### src/rtl/sram_bus_responder.sv
// CPU data-bus responder driving a 32-bit asynchronous SRAM (two x16 chips).
// Every request is stretched into a timed SRAM cycle and answered with a one-cycle ack.
module sram_bus_responder #(
    parameter int unsigned ADDR_WIDTH  = 20,
    parameter int unsigned WAIT_CYCLES = 2
) (
    input  logic                  clk,
    input  logic                  rst,
    input  logic [31:0]           bus_address,
    input  logic [3:0]            bus_byteenable,
    input  logic                  bus_read,
    input  logic                  bus_write,
    input  logic [31:0]           bus_wrdata,
    output logic [31:0]           bus_rddata,
    output logic                  bus_stall,
    output logic                  bus_ack,
    output logic [ADDR_WIDTH-1:0] ram_addr,
    output logic [31:0]           ram_data_o,
    output logic                  ram_data_oe,
    input  logic [31:0]           ram_data_i,
    output logic                  ram_ce_n,
    output logic                  ram_oe_n,
    output logic                  ram_we_n,
    output logic [3:0]            ram_be_n
);

    typedef enum logic [2:0] {
        StIdle,
        StRead,
        StWrSetup,
        StWrPulse,
        StWrHold,
        StDone
    } state_t;

    localparam logic [3:0] CntLoad = 4'(WAIT_CYCLES - 1);

    state_t     state;
    logic [3:0] cnt;

    // Byte-offset and out-of-range address bits carry no meaning for the SRAM.
    logic unused_addr_bits;
    assign unused_addr_bits = ^{bus_address[31:ADDR_WIDTH+2], bus_address[1:0]};

    assign bus_stall = (bus_read | bus_write) & (state != StDone);

    // SRAM strobes are registered: each is set on the edge that enters the state using it.
    always_ff @(posedge clk or posedge rst) begin
        if (rst) begin
            state       <= StIdle;
            cnt         <= 4'd0;
            bus_ack     <= 1'b0;
            bus_rddata  <= 32'd0;
            ram_ce_n    <= 1'b1;
            ram_oe_n    <= 1'b1;
            ram_we_n    <= 1'b1;
            ram_be_n    <= 4'hF;
            ram_data_oe <= 1'b0;
            ram_addr    <= '0;
            ram_data_o  <= 32'd0;
        end else begin
            bus_ack <= 1'b0;
            case (state)
                StIdle: begin
                    if (bus_read || bus_write) begin
                        ram_addr   <= bus_address[ADDR_WIDTH+1:2];
                        ram_data_o <= bus_wrdata;
                        if (bus_read) begin
                            // A simultaneous write is dropped; the read's ack covers it.
                            state    <= StRead;
                            cnt      <= CntLoad;
                            ram_ce_n <= 1'b0;
                            ram_oe_n <= 1'b0;
                            ram_be_n <= 4'h0;
                        end else if (bus_byteenable == 4'h0) begin
                            state   <= StDone;
                            bus_ack <= 1'b1;
                        end else begin
                            state       <= StWrSetup;
                            ram_ce_n    <= 1'b0;
                            ram_data_oe <= 1'b1;
                            ram_be_n    <= ~bus_byteenable;
                        end
                    end
                end
                StRead: begin
                    if (cnt == 4'd0) begin
                        bus_rddata <= ram_data_i;
                        state      <= StDone;
                        bus_ack    <= 1'b1;
                        ram_ce_n   <= 1'b1;
                        ram_oe_n   <= 1'b1;
                        ram_be_n   <= 4'hF;
                    end else begin
                        cnt <= cnt - 4'd1;
                    end
                end
                StWrSetup: begin
                    state    <= StWrPulse;
                    cnt      <= CntLoad;
                    ram_we_n <= 1'b0;
                end
                StWrPulse: begin
                    if (cnt == 4'd0) begin
                        state    <= StWrHold;
                        ram_we_n <= 1'b1;
                    end else begin
                        cnt <= cnt - 4'd1;
                    end
                end
                StWrHold: begin
                    state       <= StDone;
                    bus_ack     <= 1'b1;
                    ram_ce_n    <= 1'b1;
                    ram_data_oe <= 1'b0;
                    ram_be_n    <= 4'hF;
                end
                StDone: begin
                    state <= StIdle;
                end
                default: begin
                    state <= StIdle;
                end
            endcase
        end
    end

endmodule

### config.mk
export PLATFORM = sky130hd
export DESIGN_NAME = sram_bus_responder
export DESIGN_NICKNAME = d
export VERILOG_FILES = /design/src/rtl/sram_bus_responder.sv
export SDC_FILE = /design/constraint.sdc
export NUM_CORES = 1
export LEC_CHECK = 0
export CORE_MARGIN = 4
export CORE_UTILIZATION = 30
export CTS_CLUSTER_SIZE = 8
export DETAILED_ROUTE_END_ITERATION = 10
export PLACE_DENSITY = 0.65
export SLEW_MARGIN = 10
export SYNTH_ARGS = -nofsm -noshare
export SYNTH_HDL_FRONTEND = slang
export SYNTH_SLANG_ARGS = --single-unit
export TNS_END_PERCENT = 5
### constraint.sdc
create_clock -name clk -period 3.01 [get_ports clk]
set_input_delay 0.301 -clock clk [delete_from_list [all_inputs] [get_ports clk]]
set_output_delay 0.301 -clock clk [all_outputs]
set_load 0.05 [all_outputs]
* After elaboration in Yosys (flattened, before gate mapping) *
Cells that the tools add are included.

storage, ports and cells
  input bits = 104
  logic and storage cells = 79
  register bits after elaboration = 100

cells by class
  muxes and demuxes = 33
  add/sub/neg operators = 1
  bitwise logic cells = 3
  reduce and logical (&&, ||, !) cells = 18
  equality and inequality tests = 13

operators with widths
  kind                   count
  $mux W4                7
  $pmux W4 S3            2
  $reduce_and A4 Y1      4
  $mux W3                5
  $pmux W3 S5            1
  $ne A2 B2 Y1 const B   7
  $mux W1                13
  $logic_not A4 Y1       2
  $eq A3 B2 Y1 const B   2
  $ne A3 B3 Y1 const B   2
  $pmux W1 S2            3
  $pmux W1 S3            2
  $reduce_and A2 Y1      3
  $reduce_bool A2 Y1     3
  $reduce_bool A3 Y1     2
  $not A4 Y4             1
  $sub A4 B1 Y4 const B  1
  $eq A3 B1 Y1 const B   1
  $eq A3 B3 Y1 const B   1
  $logic_not A3 Y1       1
  $reduce_and A3 Y1      1
  $reduce_or A2 Y1       1
  $and A1 B1 Y1          1
  $logic_or A1 B1 Y1     1
  $or A1 B1 Y1           1

* Logic depth before layout (Yosys ltp) *
  depth in word-level cells = 5
  depth in mapped cells = 6
  gate-level depth less buffers = 5

* Least setup slack after synthesis *
No wires, ideal clock.

  kind = reg2out
  from = reg state[1]
  to = out bus_stall
  buffers on the path = 1
  arrival time = 1,637 ps
  data required time = 2,709 ps
  path slack = 1,072 ps
  stages on the path, launching flop included = 4
  cell sequence = dfrtp_1 -> clkbuf_1 -> inv_1 -> a31oi_1

on the way
  longest elaborated chain between the ends = 2

ends and longest elaborated chain
  what                      line  text
  start: declaration        38    state_t state;
  start signal: assignment  50    state <= StIdle;
  start signal: assignment  70    state <= StRead;
  start signal: assignment  76    state <= StDone;
  $ne A3 B3 Y1              45    assign bus_stall = (bus_read | bus_write) & (state != StDone);
  $and A1 B1 Y1             45
  end: declaration          15    output logic bus_stall,

Every way passes these cells.

* Worst setup path in the final report *
  from = reg state[1]
  to = reg bus_rddata[31]

on the way
  longest elaborated chain between the ends = 2

ends and longest elaborated chain
  what                                line  text
  $eq A3 B1 Y1                        63    case (state)
  $reduce_and A2 Y1 (no source line)  n/a
  end signal: assignment              88    bus_rddata <= ram_data_i;
  end: declaration                    14    output logic [31:0] bus_rddata,

Every way passes these cells.
A chain may end at the register's enable or synchronous reset.

==> run_results.csv <==
group,metric,value,unit
sta,skew,7.971,ps
sta,hold_viol_final,0,
place,io_buffers,185,
setup_path,regToRegStartpoint,"state[1]",
route,wl_per_cell,15.64,um
synthesis,synth_most_common_cell,"dfrtp_1",
sta,tightestPinTransition,672.2,ps
floorplanning,die_h,126.2,um
layout,fin_nets,556,
grt,grt_use_total,12.49,%
synthesis,ys_types,43,
synthesis,synthCells,268,
place,dpl.hpwl,7256,um
layout,synthToLayoutAreaGrowth,54.02,%
synthesis,yosysWarnings,0,
layout,fillers,1232,
synthesis,synth_seq_cells,100,
setup_path,crit_path_end_kind,"flop",
sta,relSlewSlack,55.09,%
grt,grt_max_degree,53,
floorplanning,core,13450,um2
synthesis,synthFlopType,"dfrtp_1",
cts,cts_root_buf,"clkbuf_16",
route,dr_wl_met3,792,um
cts,cts_inserted_buffers,9,
setup_path,worst-r2r-cell-count,4,
setup_path,worstPathArrival,2320,ps
route,drt-pass1-iter-count,4,
sta,maxSlewViolCount,0,
route,wl_met1,4346,um
grt,grt_pass1_wl,16000,um
setup_path,cp.required,3230,ps
route,highest_layer,"met4",
synthesis,synth_area_per_cell,15.64,um2
route,finalWirelength,9885,um
synthesis,seq_area_frac_synth,59.93,%
sta,period_minus_slack,2096,ps
sta,max_freq,477.2,MHz
floorplanning,dieArea,15920,um2
cts,clock_latency,340,ps
floorplanning,ios,198,
route,vias,2847,
route,ant_nets,0,
cts,ctsHoldBuffers,0,
pwr,leakage,2.724,nW
setup_path,critPathMaxFanout,32,
cts,path_clk_slew,60,ps
sta,rsz0062_at_grt,"false",
synthesis,netlist_area,4190,um2
cts,cts.path.max_buffers,2,
setup_path,crit_end,"bus_rddata[31]",
route,avgViaCountPerCell,4.505,
floorplanning,initial_core_util,31.15,%
grt,grt_pass1_vias,3081,
sta,setup_ws,914.3,ps
synthesis,synth_top_area_share,55.54,%
floorplanning,rows,42,
pwr,power_density,1319,nW/um2
setup_path,cp_slowest_cell,"dfrtp_1",
place,place_ws,732.3,ps
setup_path,reg2reg_setup_slack,910,ps
outcome,outcome,"finished clean",
floorplanning,dieWidth,126.2,um
setup_path,setup.worst_path.start,"state[1]",
grt,grt-ovfl-total,0,
synthesis,synth_largest_area_cell,"dfrtp_1",
setup_path,crit_type,"flop to flop",
synthesis,synth_area_leaders,"dfrtp_1 (56%), mux2_2 (14%), mux2_4 (11%)",
setup_path,crit_path_cell_trace,"inv_1 > nand3_4 > buf_4 > mux2_2",
synthesis,syn_nets,373,
route,wl_met2,4599,um
setup_path,max_stage_delay,680,ps
cts,clock_sinks,100,
cts,post_cts.repair.setup_buffers,0,
sta,finalCritPeriodShare,69.63,%
place,place.gp.congestion,0.7715,
setup_path,r2r_end,"bus_rddata[31]",
layout,num_antenna_cells,0,
route,drc,0,
run,max_cap_viol_count,0,
worst_hold_path,hold_path.class,"input port to asynchronous set/reset pin",
pwr,irDropWorstVdd,0.0008852,V
cts,htree_levels,3,
grt,antenna_found_initial,0,
setup_path,critPathLaunchType,"flop",
layout,layout-drive-gt1-share,24.12,%
sta,finalSetupViolCount,0,
synthesis,synth_edf_count,0,
cts,cts_resized,0,
sta,setup_tns,0,ps
cts,tritoncts,"built",
synthesis,synth_common_cells,"dfrtp_1 (93), mux2_2 (51), mux2_4 (30), a21oi_1 (11), buf_6 (9)",
synthesis,synthArstFlopShare,100.0,%
route,drt_iter0_markers,106,
[cells by family (layout without fill, tap and decap cells)]
kind of cell	after synthesis	in the layout	share of synthesized area, %
DFF	100	100	59.93
muxes	86	86	25.77
and+or+nand+nor	21	21	4.061
adders and majority gates	1	1	0.2985
buffers and inverters	23	211	3.732
AOI/OAI and AO/OA	37	37	6.211
[area by class of cell]
type	count	area, um2	share of cell area, %
clock buffer	14	264.0	4.091
clock inverter	2	10.01	0.1551
inverter	7	28.78	0.4459
tap	176	220.2	3.412
sequential	100	2511	38.91
multi-input combinational	145	1523	23.59
timing repair buffer	188	1897	29.39
[flip-flops by register name, summed over array words and instances (netlist names)]
signal	count
bus_rddata	32
ram_oe_n	1
ram_be_n	4
ram_we_n	1
ram_data_oe	1
cnt	4
ram_data_o	32
ram_ce_n	1
state	3
ram_addr	20
bus_ack	1
[layer usage]
metal / vias up / GRT usage [%]
met4: 0 / 4.921
li1: 1345 / -
met1: 1366 / 15.46
met2: 126 / 20.13
met5: - / 0
met3: 10 / 4.276
[worst min path at each step]
stage              startpoint        endpoint  depth (start not counted)
3_5_place_dp   ram_data_o[29]  ram_data_o[29]                          1
6_report                  rst  ram_data_o[24]                          2
3_3_place_gp   ram_data_o[29]  ram_data_o[29]                          1
4_1_cts                   rst  ram_data_o[24]                          2
5_1_grt                   rst  ram_data_o[23]                          2
2_1_floorplan  bus_wrdata[27]  ram_data_o[27]                          1
[worst max-delay path: cells and delay by family (launching register included)]
family,cells,cell delay (ps)
flops,1,680
mux,1,400
buf+inv,2,750
simple gates,1,130
[power by group]
part           switching, W  internal [W]
combinational       0.00302       0.00202
sequential         0.000392       0.00203
clock              0.000449      0.000604
[stage by stage]
step	total power (W)	area (um2)	hold slack [ps]	util (%)	std cells
after floorplan	0.005905	4190	435.7	-	268
after global placement	0.007454	6180	469.2	45.94	616
after detailed placement	0.007525	6180	478.7	45.94	616
after CTS	0.008626	6454	427.5	47.97	632
after global routing	0.008904	6454	482.9	47.97	632
final	0.008510	6454	406.5	47.97	632
[cell usage in the layout, fill, tap and decap left out, types with 3 or more instances in the layout]
master	count
clkdlybuf4s50_1	184
dfrtp_1	93
mux2_2	51
mux2_4	30
a21oi_1	11
clkbuf_16	9
dfstp_2	7
inv_1	6
o32ai_1	4
a2bb2oi_1	4
mux2_1	4
nor4_1	3
o21ai_0	3
clkbuf_1	3
No activity file was read; power rests on OpenSTA's default activity.
